--- src/rtl/uart_tx_arbiter.sv ---
// uart_tx_arbiter
//   Shares one uart_tx between two byte requesters using a valid/ready
//   handshake. A winner is chosen combinationally while idle, its byte is
//   latched and a one-cycle start pulse is issued to the transmitter. The
//   transmitter has no busy output, so the frame (plus an optional idle gap)
//   is timed here by counting baud_tick pulses.
//
//   Parameters
//     FRAME_TICKS  baud_ticks per frame (start + 8 data + stop + 1 alignment)
//     GAP_TICKS    extra idle baud_ticks enforced after each frame (0..255)
//
//   Ports
//     clk, rst_n               clock; synchronous active-low reset
//     baud_tick                1-cycle pulse from the shared baud generator
//     req0_valid/data/ready    requester 0 handshake (ready = accepted now)
//     req1_valid/data/ready    requester 1 handshake
//     tx_start, tx_data        start pulse and byte to uart_tx
//     busy                     high from accept until back in IDLE
//     grant_id                 requester owning the current or last frame
//     frame_done               1-cycle pulse once frame plus gap has elapsed
//
//   Configuration macro
//     UART_ARB_FIXED_PRIO_EN   when defined, req0 always beats req1 (a
//                              continuously valid req0 starves req1). When
//                              undefined, the two requesters alternate.
module uart_tx_arbiter #(
    parameter int FRAME_TICKS = 11,
    parameter int GAP_TICKS   = 0
) (
    input  logic       clk,
    input  logic       rst_n,
    input  logic       baud_tick,
    input  logic       req0_valid,
    input  logic [7:0] req0_data,
    output logic       req0_ready,
    input  logic       req1_valid,
    input  logic [7:0] req1_data,
    output logic       req1_ready,
    output logic       tx_start,
    output logic [7:0] tx_data,
    output logic       busy,
    output logic       grant_id,
    output logic       frame_done
);

    typedef enum logic [2:0] {
        IDLE   = 3'd0,
        LAUNCH = 3'd1,
        WAIT   = 3'd2,
        GAP    = 3'd3,
        DONE   = 3'd4
    } state_t;

    localparam logic [7:0] FRAME_LAST = 8'(FRAME_TICKS - 1);
    localparam logic [7:0] GAP_LAST   = 8'(GAP_TICKS - 1);

    state_t     state_r;
    logic [7:0] tick_cnt_r;
    logic       win0_s;
    logic       win1_s;
`ifndef UART_ARB_FIXED_PRIO_EN
    logic       last_grant_r;
`endif

    // Pick the requester that would be accepted if the block is idle.
    always_comb begin
        win0_s = 1'b0;
        win1_s = 1'b0;
        if (req0_valid && req1_valid) begin
`ifdef UART_ARB_FIXED_PRIO_EN
            win0_s = 1'b1;
`else
            // On a tie the requester that did not own the last frame wins.
            if (last_grant_r) begin
                win0_s = 1'b1;
            end else begin
                win1_s = 1'b1;
            end
`endif
        end else if (req0_valid) begin
            win0_s = 1'b1;
        end else if (req1_valid) begin
            win1_s = 1'b1;
        end else begin
            win0_s = 1'b0;
            win1_s = 1'b0;
        end
    end

    assign req0_ready = (state_r == IDLE) && win0_s;
    assign req1_ready = (state_r == IDLE) && win1_s;

    // Frame sequencer: accept, launch, time frame and gap, report completion.
    always_ff @(posedge clk) begin
        if (!rst_n) begin
            state_r      <= IDLE;
            tick_cnt_r   <= 8'h00;
            tx_start     <= 1'b0;
            tx_data      <= 8'h00;
            busy         <= 1'b0;
            grant_id     <= 1'b0;
            frame_done   <= 1'b0;
`ifndef UART_ARB_FIXED_PRIO_EN
            last_grant_r <= 1'b1;
`endif
        end else begin
            tx_start   <= 1'b0;
            frame_done <= 1'b0;
            case (state_r)
                IDLE: begin
                    if (win0_s || win1_s) begin
                        tx_data      <= win1_s ? req1_data : req0_data;
                        grant_id     <= win1_s;
`ifndef UART_ARB_FIXED_PRIO_EN
                        last_grant_r <= win1_s;
`endif
                        busy         <= 1'b1;
                        tx_start     <= 1'b1;
                        state_r      <= LAUNCH;
                    end else begin
                        state_r <= IDLE;
                    end
                end
                LAUNCH: begin
                    // A baud_tick landing here belongs to no frame slot yet.
                    tick_cnt_r <= 8'h00;
                    state_r    <= WAIT;
                end
                WAIT: begin
                    if (baud_tick) begin
                        if (tick_cnt_r == FRAME_LAST) begin
                            tick_cnt_r <= 8'h00;
                            if (GAP_TICKS == 0) begin
                                frame_done <= 1'b1;
                                state_r    <= DONE;
                            end else begin
                                state_r <= GAP;
                            end
                        end else begin
                            tick_cnt_r <= tick_cnt_r + 8'd1;
                        end
                    end else begin
                        state_r <= WAIT;
                    end
                end
                GAP: begin
                    if (baud_tick) begin
                        if (tick_cnt_r == GAP_LAST) begin
                            tick_cnt_r <= 8'h00;
                            frame_done <= 1'b1;
                            state_r    <= DONE;
                        end else begin
                            tick_cnt_r <= tick_cnt_r + 8'd1;
                        end
                    end else begin
                        state_r <= GAP;
                    end
                end
                DONE: begin
                    busy    <= 1'b0;
                    state_r <= IDLE;
                end
                default: begin
                    tick_cnt_r <= 8'h00;
                    busy       <= 1'b0;
                    state_r    <= IDLE;
                end
            endcase
        end
    end

endmodule

--- config.mk ---
export PLATFORM = sky130hd
export DESIGN_NAME = uart_tx_arbiter
export DESIGN_NICKNAME = d
export VERILOG_FILES = /design/src/rtl/uart_tx_arbiter.sv
export SDC_FILE = /design/constraint.sdc
export NUM_CORES = 1
export LEC_CHECK = 0
export ABC_AREA = 0
export BUFFER_PORTS_ARGS = -buffer_cell sky130_fd_sc_hd__buf_2
export CAP_MARGIN = 10
export CORE_MARGIN = 8
export CORE_UTILIZATION = 30
export DETAILED_ROUTE_END_ITERATION = 6
export PLACE_DENSITY = 0.57
export SLEW_MARGIN = 20
export SYNTH_ARGS = -nofsm -noshare
export SYNTH_HDL_FRONTEND = slang
export SYNTH_SLANG_ARGS = --single-unit
--- constraint.sdc ---
create_clock -name clk -period 1.78 [get_ports clk]
set_input_delay 0.356 -clock clk [delete_from_list [all_inputs] [get_ports clk]]
set_output_delay 0.356 -clock clk [all_outputs]
set_load 0.01 [all_outputs]
### Yosys cells after proc, flatten, opt, wreduce, memory -nomap -nowiden

Cells that the tools add are included.

| word-level totals | value |
|---|---|
| register bits | 24 |
| bits of input ports | 21 |
| logic and storage cells | 61 |

| operators by class | value |
|---|---|
| muxes and demuxes | 27 |
| add/subtract/negate cells | 1 |
| equality and inequality tests | 11 |
| bitwise gates (word level) | 2 |
| reduce and logical (&&, ||, !) cells | 12 |

Operators with widths:

| kind | number |
|---|---|
| $mux W8 | 5 |
| $pmux W8 S3 | 1 |
| $mux W1 | 14 |
| $mux W3 | 4 |
| $pmux W3 S4 | 1 |
| $add A8 B1 Y8 const B | 1 |
| $eq A8 B4 Y1 const B | 1 |
| $eq A8 B8 Y1 const B | 1 |
| $reduce_and A2 Y1 | 4 |
| $eq A3 B2 Y1 const B | 2 |
| $ne A3 B3 Y1 const B | 2 |
| $ne A2 B2 Y1 const B | 2 |
| $pmux W1 S2 | 2 |
| $eq A3 B1 Y1 const B | 1 |
| $eq A3 B3 Y1 const B | 1 |
| $logic_and A1 B1 Y1 | 3 |
| $logic_not A3 Y1 | 1 |
| $reduce_and A3 Y1 | 1 |
| $reduce_or A3 Y1 | 1 |
| $ne A2 B1 Y1 const B | 1 |
| $not A1 Y1 | 2 |
| $reduce_or A2 Y1 | 1 |
| $logic_or A1 B1 Y1 | 1 |

### Logic depth before layout (Yosys ltp)

| logic depth | value |
|---|---|
| word-level depth | 6 |
| mapped depth | 7 |
| mapped depth without buffers | 7 |

### Worst setup path after synthesis

No wires, ideal clock.

| timing path | value |
|---|---|
| path kind | flip-flop to flip-flop |
| from | register tick_cnt_r[0] |
| to | register tick_cnt_r[2] |
| stages on the path, launching flop included | 7 |
| slack | 175 ps |
| arrival | 1535 ps |
| library setup time | 70 ps |
| cells stage by stage | dfxtp_1 -> ha_1 -> and4_4 -> nand4_4 -> o211ai_4 -> or4b_1 -> a21boi_1 |

| between the ends | value |
|---|---|
| cells in the longest elaborated chain, start to end | 4 |

Ends and longest elaborated chain:

| item | RTL line | source |
|---|---|---|
| start: declaration | 58 | `logic [7:0] tick_cnt_r;` |
| start signal: assignment | 140 | `tick_cnt_r <= tick_cnt_r + 8'd1;` |
| start signal: assignment | 153 | `tick_cnt_r <= tick_cnt_r + 8'd1;` |
| $add A8 B1 Y8, or another cell as far along | 140, 153 |  |
| $mux W8, on equally long branches | 148, 131 |  |
| $mux W8, on equally long branches | 147, 130 |  |
| $pmux W8 S3 (*) | 109 | `case (state_r)` |

Mark *: on every way between the ends. The rest lies on a longest branch, timed or not. The select of a mux whose other input is x is not followed.
A chain may end at the register's enable or synchronous reset.

### Worst setup path in the final report

| timing path | value |
|---|---|
| from | register tick_cnt_r[0] |
| to | register tick_cnt_r[7] |

Same word-level chain as after synthesis.

==> results.sh <==
export IMPL_grt_pass1_wl_um=5071
export IMPL_cpPeakStageDelay_ns=0.37
export IMPL_reg2reg_depth=7
export IMPL_setup_tns_ns=0
export IMPL_post_route_util_pct=39.10
export IMPL_num_antenna_cells=0
export IMPL_rr_startpoint="tick_cnt_r[0]"
export IMPL_num_vias=1164
export IMPL_clock_latency_ns=0.27
export IMPL_grt_max_degree=27
export IMPL_rows=23
export IMPL_seq_area_frac_synth_pct=37.83
export IMPL_place_inst=218
export IMPL_start_kind="register"
export IMPL_critPathMaxFanout=6
export IMPL_fin_nets=198
export IMPL_postSynthAreaPerCell_sq_um=9.338
export IMPL_die_area_sq_mm=0.006572
export IMPL_wl_per_cell_um=13.66
export IMPL_r2r_end="tick_cnt_r[7]"
export IMPL_cts_buffers=3
export IMPL_drc=0
export IMPL_multi_input_area_sq_um=748.2
export IMPL_cp_slowest_cell="dfxtp_4"
export IMPL_p_per_area_mw_per_mm2=789.7
export IMPL_arrival_ns=1.86
export IMPL_fmax_mhz=589.7
export IMPL_endpoint_kind="register"
export IMPL_regArea_sq_um=485.5
export IMPL_worstSetupPathType="reg2reg"
export IMPL_core_area_sq_mm=0.004029
export IMPL_synth_simple_area_share_pct=28.08
export IMPL_max_cap_viol_count=0
export IMPL_ant_nets=0
export IMPL_min_to="frame_done"
export IMPL_syn_instance_count=136
export IMPL_cts_tree="built"
export IMPL_num_io_pins=35
export IMPL_ys_ff_latch=24
export IMPL_first_pass_iters=4
export IMPL_muxShareOfSynthArea_pct=6.305
export IMPL_hold_slack_ns=0.4071
export IMPL_wl_um=3047
export IMPL_ir_drop_uv=312.6
export IMPL_viasPerCell=5.220
export IMPL_finalCritPeriodShare_pct=95.27
export IMPL_fin_crit_ns=1.696
export IMPL_numClockSinks=24
export IMPL_stdcell_count=223
export IMPL_leakage_uw=0.0007198
export IMPL_power_uw=1244
export IMPL_slew_headroom_pct=69.80
export IMPL_synth_xor_area_share_pct=0
export IMPL_grt_overflow=0
export IMPL_finClkSkew_ns=0.002618
export IMPL_synth_top_family_by_area="simple AND/OR/NAND/NOR gates"
export IMPL_cts_hold_buf=0
export IMPL_root_buffer="clkbuf_8"
export IMPL_clk_path_buf_depth=2
export IMPL_synth_largest_area_cell="dfxtp_1"
export IMPL_path_buf_inv=1
export IMPL_worst_path_stages=7
export IMPL_ys_types=42
export IMPL_holdCritPathClass="in2reg"
export IMPL_clkTransAtPathRegs_ns=0.08
export IMPL_reg2reg_slack_ns=0.08
export IMPL_synth_compound_area_share_pct=21.97
export IMPL_nFillCells=413
export IMPL_setup_violations=0
export IMPL_io_buffers=34
export IMPL_maxSlewViolCount=0
export IMPL_synth_area_sq_mm=0.001270
export IMPL_drt_initial_drc_count=68
export IMPL_yosysTopAreaCellShare_pct=37.83
export IMPL_grt_pass1_vias=1223
export IMPL_ys_top_cells_by_area="dfxtp_1 38%, mux2i_1 6.3%, o211a_1 6.3%"
export IMPL_dpl_hpwl_um=2368
export IMPL_die_x_um=81.07
export IMPL_status="finished clean"
export IMPL_grtUsageTotal_pct=9.618
export IMPL_hold_viol_final=0
export IMPL_required_ns=1.95
export IMPL_worstMarginPinSlew_ns=0.4482
export IMPL_die_y_um=81.07
export IMPL_antenna_found_initial=0
export IMPL_syn_num_nets=159
export IMPL_critPathTopFamily="compound AO/OA/AOI/OAI gates"
export IMPL_min_from="baud_tick"
export IMPL_h_tree_depth=1
export IMPL_routabilityCongestion=0.7904
export IMPL_start_util_pct=31.52
export IMPL_hold_depth=2
export IMPL_yosys_area_share_adder_pct=1.970
export IMPL_layout_drive_gt1_share_pct=32.95
export IMPL_ys_warn_count=0
export IMPL_crit_chain="inv_1 > ha_1 > nor4b_4 > nand3_2 > o211ai_4 > o21bai_1 > a32o_1"
export IMPL_area_growth_pct=24.04
==> where the power goes <==
| part | total (uW) | leakage (uW) | switching (uW) | internal, uW |
|---|---|---|---|---|
| clock | 325 | 0.0000216 | 174 | 152 |
| sequential | 609 | 0.000198 | 27.1 | 582 |
| combinational | 310 | 0.000500 | 164 | 146 |
| total | 1240 | 0.000720 | 365 | 879 |
==> synth_stat cells (all sizes together) <==
cell and n:
a21boi 6, a21oi 3, a31o 1, a32o 1, and2 3, and2b 1
and3 3, and4 3, buf 5, clkbuf 3, dfxtp 24, ha 2
inv 2, mux2i 8, nand2 21, nand2b 4, nand3 7, nand4 2
nor2 2, nor2b 2, nor3 2, nor3b 2, nor4 2, nor4b 1
o211a 8, o211ai 1, o21a 3, o21ai 5, o21bai 1, o221a 2
o22ai 1, o31ai 2, or3 1, or4b 2
==> registers in the layout, indices dropped and copies added (netlist names) <==
signal	cells
busy	1
last_grant_r	1
frame_done	1
state_r	3
tick_cnt_r	8
tx_data	8
grant_id	1
tx_start	1
==> layer usage <==
metal | track usage (%) | wire (um)
met5 | 0 | 0
met2 | 16.20 | 1422
met3 | 3.091 | 181
met4 | 4.821 | 46
met1 | 10.68 | 1395
==> how the worst max path moves through the flow <==
stage,endpoint,from
final,tick_cnt_r[7],tick_cnt_r[0]
after global placement,tick_cnt_r[2],tick_cnt_r[0]
after detailed placement,tick_cnt_r[2],tick_cnt_r[0]
after CTS,req1_ready,state_r[1]
after global routing,tick_cnt_r[7],tick_cnt_r[0]
after floorplan,tick_cnt_r[2],tick_cnt_r[0]
==> worst reg2reg max path: stages, from the launching register on <==
cell	delay, ns
dfxtp_4	0.37
inv_1	0.05
ha_1	0.15
nor4b_4	0.23
nand3_2	0.16
o211ai_4	0.28
o21bai_1	0.11
a32o_1	0.26
==> cell usage in the layout (no fill, tap or decap), types with 3 or more instances in the layout <==
cell / Yosys / final
nand2_1: 21 / 21
a21boi_0: 4 / 4
o211a_1: 8 / 8
buf_2: 3 / 34
nand3_1: 6 / 6
o21a_1: 3 / 3
nand2b_1: 4 / 4
clkbuf_8: 0 / 3
and2_1: 3 / 3
a21oi_1: 3 / 3
mux2i_1: 8 / 8
buf_4: 2 / 8
dfxtp_1: 24 / 22
o21ai_0: 3 / 3
==> cells by family (layout without fill, tap and decap cells) <==
group / Yosys count / count (layout)
buffers and inverters: 10 / 47
AO/OA/AOI/OAI: 34 / 34
multiplexers: 8 / 8
flip-flops: 24 / 24
adder cells (fa/ha/maj): 2 / 2
AND/OR/NAND/NOR: 58 / 58
==> final cells by class <==
class	instances	share of cell area [%]
inverter	2	0.4766
tap	50	3.971
sequential	24	30.82
timing repair buffer	42	14.61
multi-input combinational	102	47.50
clock buffer	3	2.621
==> stage by stage <==
stage          instance area (sq um)  worst slack, ns
6_report                        1575          0.08428
5_1_grt                         1575        -0.003953
4_1_cts                         1548          0.03496
3_5_place_dp                    1506          0.04909
3_3_place_gp                    1506           0.1139
2_1_floorplan                   1270           0.1747
==> what timing repair did <==
item	in CTS	in global routing
gates resized for setup	0	5
endpoints found under the setup margin	0	5
buffers inserted	0	2
(Power assumes the default switching activity.)
